[src/rtl/blockade_pkg.sv]
// blockade_pkg: shared direction type, joystick bit map and direction helpers.
package blockade_pkg;
  typedef enum logic [2:0] {NONE, UP, DOWN, LEFT, RIGHT} dir_t;
  localparam int JOY_RIGHT = 0;
  localparam int JOY_LEFT  = 1;
  localparam int JOY_DOWN  = 2;
  localparam int JOY_UP    = 3;
  localparam int JOY_COIN  = 4;
  localparam int JOY_START = 5;
  function automatic logic [3:0] dir_to_n(input dir_t d);
    return ~{d == UP, d == DOWN, d == LEFT, d == RIGHT};
  endfunction
  // b is {up,down,left,right}, which matches the joystick word order [3:0]
  function automatic dir_t pick_dir(input logic [3:0] b);
    return b[3] ? UP : b[2] ? DOWN : b[1] ? LEFT : b[0] ? RIGHT : NONE;
  endfunction
endpackage

[src/rtl/blockade_dir_resolver.sv]
// blockade_dir_resolver: reduces one player's stick to a single 4-way direction, last press wins.
module blockade_dir_resolver
  import blockade_pkg::*;
(
  input  logic       clk,
  input  logic       reset_n,
  input  logic [3:0] joy_dir,
  output dir_t       dir
);
  logic [3:0] r_prev;
  logic [3:0] w_rise;
  logic       w_held;
  dir_t       r_dir;
  dir_t       w_next;
  always_comb begin
    w_rise = joy_dir & ~r_prev;
    w_held = |(joy_dir & ~dir_to_n(r_dir));
    w_next = |w_rise ? pick_dir(w_rise) : w_held ? r_dir : pick_dir(joy_dir);
  end
  always_ff @(posedge clk) begin
    if (!reset_n) begin
      r_prev <= '0;
      r_dir  <= NONE;
    end else begin
      r_prev <= joy_dir;
      r_dir  <= w_next;
    end
  end
  assign dir = r_dir;
endmodule

[src/rtl/blockade_inputs.sv]
// blockade_inputs: turns the two joystick words into the core's active-low in0/in1/in2 bytes.
module blockade_inputs
  import blockade_pkg::*;
#(
  parameter int COIN_FRAMES = 3,
  parameter int CNT_W       = 4
) (
  input  logic        clk,
  input  logic        reset_n,
  input  logic [15:0] joystick_0,
  input  logic [15:0] joystick_1,
  input  logic        vblank,
  output logic [7:0]  in0,
  output logic [7:0]  in1,
  output logic [7:0]  in2,
  output logic        coin_led
);
  logic             r_vb;
  logic [5:0]       r_joy0;
  logic [5:0]       r_joy1;
  logic [CNT_W-1:0] r_cnt;
  logic [CNT_W-1:0] w_cnt_nxt;
  logic             w_vb_rise;
  logic             w_coin_edge;
  logic             w_unused;
  dir_t             w_dir0;
  dir_t             w_dir1;
  assign w_unused = ^{joystick_0[15:6], joystick_1[15:6]};
  blockade_dir_resolver u_dir0 (
    .clk     (clk),
    .reset_n (reset_n),
    .joy_dir (r_joy0[JOY_UP:JOY_RIGHT]),
    .dir     (w_dir0)
  );
  blockade_dir_resolver u_dir1 (
    .clk     (clk),
    .reset_n (reset_n),
    .joy_dir (r_joy1[JOY_UP:JOY_RIGHT]),
    .dir     (w_dir1)
  );
  // a fresh press only arms an idle counter; presses during a stretch are dropped
  always_comb begin
    w_vb_rise   = vblank & ~r_vb;
    w_coin_edge = (joystick_0[JOY_COIN] | joystick_1[JOY_COIN]) & ~(r_joy0[JOY_COIN] | r_joy1[JOY_COIN]);
    w_cnt_nxt   = (w_coin_edge && r_cnt == '0) ? CNT_W'(COIN_FRAMES) :
                  (w_vb_rise && r_cnt != '0) ? r_cnt - 1'b1 : r_cnt;
  end
  always_ff @(posedge clk) begin
    if (!reset_n) begin
      r_vb     <= 1'b0;
      r_joy0   <= '0;
      r_joy1   <= '0;
      r_cnt    <= '0;
      in0      <= 8'hFF;
      in1      <= 8'hFF;
      in2      <= 8'hFF;
      coin_led <= 1'b0;
    end else begin
      r_vb     <= vblank;
      r_joy0   <= joystick_0[5:0];
      r_joy1   <= joystick_1[5:0];
      r_cnt    <= w_cnt_nxt;
      in0      <= {~(r_cnt != '0), 7'h7F};
      coin_led <= r_cnt != '0;
      if (w_vb_rise) begin
        in1 <= {dir_to_n(w_dir1), dir_to_n(w_dir0)};
        in2 <= {6'h3F, ~r_joy1[JOY_START], ~r_joy0[JOY_START]};
      end
    end
  end
endmodule

[config.mk]
export PLATFORM = sky130hd
export DESIGN_NAME = blockade_inputs
export DESIGN_NICKNAME = d
export VERILOG_FILES = /design/src/rtl/blockade_pkg.sv /design/src/rtl/blockade_dir_resolver.sv /design/src/rtl/blockade_inputs.sv
export SDC_FILE = /design/constraint.sdc
export NUM_CORES = 1
export LEC_CHECK = 0
export CAP_MARGIN = 15
export CORE_ASPECT_RATIO = 0.5
export CORE_MARGIN = 10
export CORE_UTILIZATION = 42
export CTS_BUF_LIST = sky130_fd_sc_hd__clkbuf_4 sky130_fd_sc_hd__clkbuf_8
export DETAILED_ROUTE_END_ITERATION = 12
export PLACE_DENSITY_LB_ADDON = 0.3
export RECOVER_POWER = 25
export SLEW_MARGIN = 20
export SYNTH_ARGS = -nofsm -noshare
export SYNTH_HDL_FRONTEND = slang
export SYNTH_SLANG_ARGS = --single-unit
export TNS_END_PERCENT = 100
[constraint.sdc]
create_clock -name clk -period 1.6 [get_ports clk]
set_clock_uncertainty 0.05 [all_clocks]
set_input_delay 0.16 -clock clk [delete_from_list [all_inputs] [get_ports clk]]
set_output_delay 0.16 -clock clk [all_outputs]
set_load 0.03 [all_outputs]
==> results.toml, run 1 <==
[run_status]
status = "finished with violations"
violations = "negative setup slack"

[worst_hold_path]
hold_class = "primary input to register"
whs_endpoint = "r_joy0[1]$_SDFF_PN0_"
hp-start = "joystick_0[1]"
hold_depth = 2

[yosys]
synthArstFlopShare_pct = 0
synth_flop_cell = "dfxtp_1"
synth.avg_cell_area_um2 = 9.062
ys_ff_latch = 43
syn_inst = 198
synth_common_cells = "43 x dfxtp_1, 20 x and2_1, 19 x nand2_1"
synth_area_leader_cell = "dfxtp_1"
yosysWarnings = 0
ys_types = 42
synth_seq_area_share_pct = 47.98
syn_area_um2 = 1794
synth_top_area_share_pct = 47.98
yosysMostFrequentCell = "dfxtp_1"
synth_area_leaders = "dfxtp_1 48%, and2_1 7.0%, buf_4 5.4%, nand2_1 4.0%, nor2b_1 3.5%"
synth_edf_count = 0

[worst_setup_path]
worstPathCellList = "inv_2 > ha_4 > or3b_4 > o41ai_4 > nor2_2 > a311oi_1"
rr_startpoint = "r_cnt[0]$_SDFFE_PN0P_"
critical_path_buf_inv_count = 1
slowest_delay_ns = 0.40
r2r_cells = 6
crit_start = "r_cnt[0]$_SDFFE_PN0P_"
cp_data_required_time_ns = 1.75
crit_fanout = 4
cpMaxStageDelayCell = "or3b_4"
cp.arrival_ns = 1.79
r2r_setup_slack_ns = -0.04
startpoint_type = "register"
end_kind = "register"
timing.rr.end = "r_cnt[0]$_SDFFE_PN0P_"
worstSetupPathType = "register to register"
critical_path.top_delay_family = "compound AO/OA/AOI/OAI gates"

[clock_network]
cts.path.max_buffers = 2
cts_buffers = 5
insertion_delay_ns = 0.30
cts_max_level = 2
root_buffer = "clkbuf_8"
cts_hold_buffers = 0
numClockSinks = 43
cts_tree = "done"
clkTransAtPathRegs_ns = 0.08

[global_route]
grt_max_degree = 38
first_global_vias = 1317
antenna_found_initial = 0
grt_overflow = 0
grt_pass1_wl_um = 6120
grt.total_usage_pct = 9.935

[sta]
min_period_over_period_pct = 102.5
worst_slack_ns = -0.03961
rsz0062_at_grt = "true"
setup_viol = 2
max_freq_ghz = 0.6099
period_minus_slack_ns = 1.640
timing_hold_violations_final = 0
slew_violations = 0

[route]
avgViaCountPerCell = 4.785
first_iter_violations = 49
drc = 0
drtAntennaViolNets = 0
avgRoutedWirePerCell_um = 12.31
first_pass_iters = 4
wl_um = 3544
via_count = 1378

[cells_and_area]
diodes = 0
fin_util_pct = 57.13
design_area_um2 = 2287
drive_gt1_share_pct = 16.24
final_nets = 269
synthToLayoutAreaGrowth_pct = 27.48

[floorplanning]
fp.coreArea_um2 = 4004
ios = 60
initial_core_util_pct = 44.81
fp.dieH_um = 66.22
die-area_um2 = 7445
die_x_um = 112.4
rows = 16

[pwr]
power_leakage_uw = 0.0009321
cellPowerDensity_nw_per_um2 = 1165
ir_drop_uv = 423.2

[placed_design]
post-place-ws_ns = -0.02250
place.gp.congestion = 0.7975
io_buffers = 26
post-dp-hpwl_um = 2568
post_dp_cell_area_um2 = 2118

[job]
max_cap_violations = 0
## worst max path at each step
| stage | to | slack [ns] | cells after the start |
|---|---|---|---|
| 2_1_floorplan | r_cnt[0]$_SDFFE_PN0P_ | 0.008 | 6 |
| 3_3_place_gp | r_cnt[1]$_SDFFE_PN0P_ | -0.02 | 7 |
| 3_5_place_dp | r_cnt[0]$_SDFFE_PN0P_ | -0.02 | 6 |
| 4_1_cts | r_cnt[0]$_SDFFE_PN0P_ | -0.07 | 6 |
| 5_1_grt | r_cnt[1]$_SDFFE_PN0P_ | -0.12 | 6 |
| 6_report | r_cnt[0]$_SDFFE_PN0P_ | -0.04 | 6 |
## area by class of cell
class / count / area, um^2
clock buffers: 7 / 96.34
clock inverters: 1 / 7.507
fillers: 352 / 1717
inverters: 5 / 18.77
multi-input cells: 141 / 874.6
flip-flops and latches: 43 / 867.1
well taps: 54 / 67.56
repair buffers: 37 / 355.3
## report_power, final
group          total (uW)  internal, uW  switching (uW)  leakage [uW]
registers            1230          1170            62.9      0.000356
logic                 681           346             335      0.000525
clock network         753           392             361     0.0000505
## worst register-to-register path, stage by stage, from the launching register on
cell,delay (ns)
dfxtp_2,0.33
inv_2,0.06
ha_4,0.13
or3b_4,0.40
o41ai_4,0.29
nor2_2,0.05
a311oi_1,0.24
## cells by family after synthesis
family,synth area share [%]
other,0.2090
flip-flops,47.98
buffers and inverters,8.229
XOR/XNOR,0.4882
AND/OR/NAND/NOR,26.64
AO/OA/AOI/OAI,15.20
adder cells (fa/ha/maj),0.6972
multiplexers,0.5579
## through the flow
step	power [uW]	TNS [ns]	cells	hold slack [ns]
floorplan	1658	0	210	0.2317
global placement	1846	-0.03960	278	0.3703
detailed placement	1860	-0.05099	278	0.3775
CTS	2688	-0.09033	287	0.3726
global route	2831	-0.2311	288	0.3797
finish	2664	-0.07159	288	0.3852
## placed cells by master (no fill, tap or decap), drive strengths merged, types with 2 or more instances in the layout
master / n
o21ai: 12
nand2: 19
nor3b: 2
clkdlybuf4s50: 25
and2: 20
o22ai: 2
o211ai: 5
nand2b: 6
a32o: 2
nor2b: 10
a21o: 2
buf: 11
nor2: 13
clkbuf: 7
nand3: 7
dfxtp: 43
nor3: 2
inv: 5
a21oi: 4
nor4: 2
a31oi: 2
conb: 13
## per-layer routing
layer | GRT usage [%] | vias to the layer above | routed length [um]
li1 | - | 715 | -
met1 | 11.74 | 612 | 1745
met2 | 14.66 | 44 | 1422
met3 | 4.620 | 7 | 297
met4 | 5.660 | 0 | 79
met5 | 0 | - | 0
## sequential cells by signal, indices dropped and copies added (netlist names), 2 cells and up
signal / cells
in1: 8
r_joy0: 6
r_joy1: 6
r_cnt: 4
u_dir0.r_prev: 4
u_dir1.r_prev: 4
u_dir0.dir: 3
u_dir1.dir: 3
in2: 2
## repair_timing
| item | CTS | global route |
|---|---|---|
| resized for setup | 8 | 7 |
| setup buffers | 1 | 1 |
| endpoints found under the setup margin | 3 | 6 |
| pin swaps | 0 | 2 |
(Power assumes the default switching activity.)
==> run 2: changes to the inputs <==
--- a/config.mk
+++ b/config.mk
@@ -6,11 +6,14 @@
 export NUM_CORES = 1
 export LEC_CHECK = 0
 export CAP_MARGIN = 15
+export CELL_PAD_IN_SITES_DETAIL_PLACEMENT = 1
+export CELL_PAD_IN_SITES_GLOBAL_PLACEMENT = 2
 export CORE_ASPECT_RATIO = 0.5
 export CORE_MARGIN = 10
-export CORE_UTILIZATION = 42
+export CORE_UTILIZATION = 24
 export CTS_BUF_LIST = sky130_fd_sc_hd__clkbuf_4 sky130_fd_sc_hd__clkbuf_8
 export DETAILED_ROUTE_END_ITERATION = 12
+export GPL_TIMING_DRIVEN = 0
 export PLACE_DENSITY_LB_ADDON = 0.3
 export RECOVER_POWER = 25
 export SLEW_MARGIN = 20
==> results.toml, run 2 (synthesis gave the netlist of run 1 again) <==
[clock_network]
cts_buffers = 5
cts_max_level = 2
clkTransAtPathRegs_ns = 0.07
numClockSinks = 43
cts.path.max_buffers = 2
root_buffer = "clkbuf_8"
insertion_delay_ns = 0.29
cts_tree = "done"
cts_hold_buffers = 0

[worst_setup_path]
worstPathCellList = "inv_2 > ha_4 > or3b_4 > o41ai_4 > nor2_2 > a311oi_1"
startpoint_type = "register"
end_kind = "register"
cpMaxStageDelayCell = "or3b_4"
worstSetupPathType = "register to register"
r2r_cells = 6
critical_path.top_delay_family = "compound AO/OA/AOI/OAI gates"
r2r_setup_slack_ns = -0.08
timing.rr.end = "r_cnt[0]$_SDFFE_PN0P_"
slowest_delay_ns = 0.40
crit_fanout = 3
cp_data_required_time_ns = 1.74
cp-endpoint = "r_cnt[0]$_SDFFE_PN0P_"
cp.arrival_ns = 1.82
rr_startpoint = "r_cnt[1]$_SDFFE_PN0P_"
cp.depth = 6
crit_start = "r_cnt[1]$_SDFFE_PN0P_"
critical_path_buf_inv_count = 1

[route]
drc = 0
drtAntennaViolNets = 0
first_iter_violations = 85
wl_um = 4585
avgViaCountPerCell = 4.373
first_pass_iters = 4
via_count = 1500
avgRoutedWirePerCell_um = 13.37

[placed_design]
io_buffers = 25
dp.cells = 331
post-place-ws_ns = -0.3984
post_dp_cell_area_um2 = 2210
place.gp.congestion = 0.7641
post-dp-hpwl_um = 3410

[pwr]
ir_drop_uv = 281.5
power_leakage_uw = 0.0009760
cellPowerDensity_nw_per_um2 = 1159

[floorplanning]
fp.dieH_um = 81.14
initial_core_util_pct = 24.60
fp.coreArea_um2 = 7295
ios = 60
die-area_um2 = 11540
rows = 22
die_x_um = 142.3

[worst_hold_path]
hold_class = "primary input to register"

[global_route]
antenna_found_initial = 0
grt_max_degree = 13
grt_pass1_wl_um = 7741
grt.total_usage_pct = 8.182
grt_overflow = 0
first_global_vias = 1633

[cells_and_area]
largest_reg_flops = 8
final_cell_mix = "37 x dfxtp_1, 24 x clkdlybuf4s50_1, 19 x and2_1, 19 x nand2_1, 19 x buf_4"
design_area_um2 = 2416
top_register = "in1"
diodes = 0
top_regs = "in1 x8, r_joy0 x6, r_joy1 x6"
layout_commonest_cell = "dfxtp_1"
final_nets = 283
drive_gt1_share_pct = 19.43
fin_cells = 343
synthToLayoutAreaGrowth_pct = 34.66
fin_util_pct = 33.12

[sta]
finalHoldWorstSlack_ns = 0.2922
timing_hold_violations_final = 0
max-slew-margin-rel_pct = 66.06
period_minus_slack_ns = 1.683
rsz0062_at_grt = "true"
min_period_over_period_pct = 105.2
setup_viol = 2
slew_violations = 0
max_freq_ghz = 0.5943
tightestPinTransition_ns = 0.5090
worst_slack_ns = -0.08275

[run_status]
status = "finished with violations"
violations = "negative setup slack"

[job]
max_cap_violations = 0
-- run 2: through the flow --
stage	setup TNS [ns]	power, uW
6_report	-0.1162	2800
5_1_grt	-0.1957	2957
4_1_cts	-0.2855	2803
3_5_place_dp	-2.718	1836
3_3_place_gp	-1.998	1819
2_1_floorplan	0	1658
-- run 2: layer usage --
layer,track usage [%],part of all wire (%)
met1,9.398,46
met2,14.02,46
met3,3.318,7.6
met4,2.130,0.50
met5,0,0
-- run 2: final cells by class --
type | count | area (um^2)
multi-input cells | 141 | 878.3
repair buffers | 30 | 290.3
clock buffers | 6 | 76.32
plain buffers | 21 | 133.9
well taps | 96 | 120.1
fillers | 840 | 4878
clock inverters | 1 | 30.03
flip-flops and latches | 43 | 868.3
inverters | 5 | 18.77
-- run 2: power by group --
group | switching [uW] | total (uW) | internal, uW
clock | 353 | 828 | 475
combinational | 373 | 737 | 365
sequential | 66.8 | 1230 | 1170
total | 793 | 2800 | 2010
-- run 2: repair_timing --
| item | 4_1_cts | 5_1_grt |
|---|---|---|
| pin swaps | 5 | 3 |
| setup buffers | 5 | 0 |
| setup endpoints to repair | 5 | 8 |
| resized for setup | 10 | 13 |
-- run 2: worst min path at each step --
stage,startpoint,endpoint,cells after the start
6_report,reset_n,in0[7]$_SDFF_PN1_,2
5_1_grt,reset_n,in0[7]$_SDFF_PN1_,2
4_1_cts,reset_n,in0[7]$_SDFF_PN1_,2
3_5_place_dp,u_dir1.r_prev[0]$_SDFF_PN0_,u_dir1.dir[2]$_SDFFE_PN0P_,1
3_3_place_gp,u_dir1.r_prev[0]$_SDFF_PN0_,u_dir1.dir[2]$_SDFFE_PN0P_,1
2_1_floorplan,joystick_0[4],r_joy0[4]$_SDFF_PN0_,1
-- run 2: worst reg2reg max path, cell delays in order (launching register included) --
cell      delay, ns
dfxtp_2        0.33
inv_2          0.06
ha_4           0.13
or3b_4         0.40
o41ai_4        0.30
nor2_2         0.06
a311oi_1       0.25
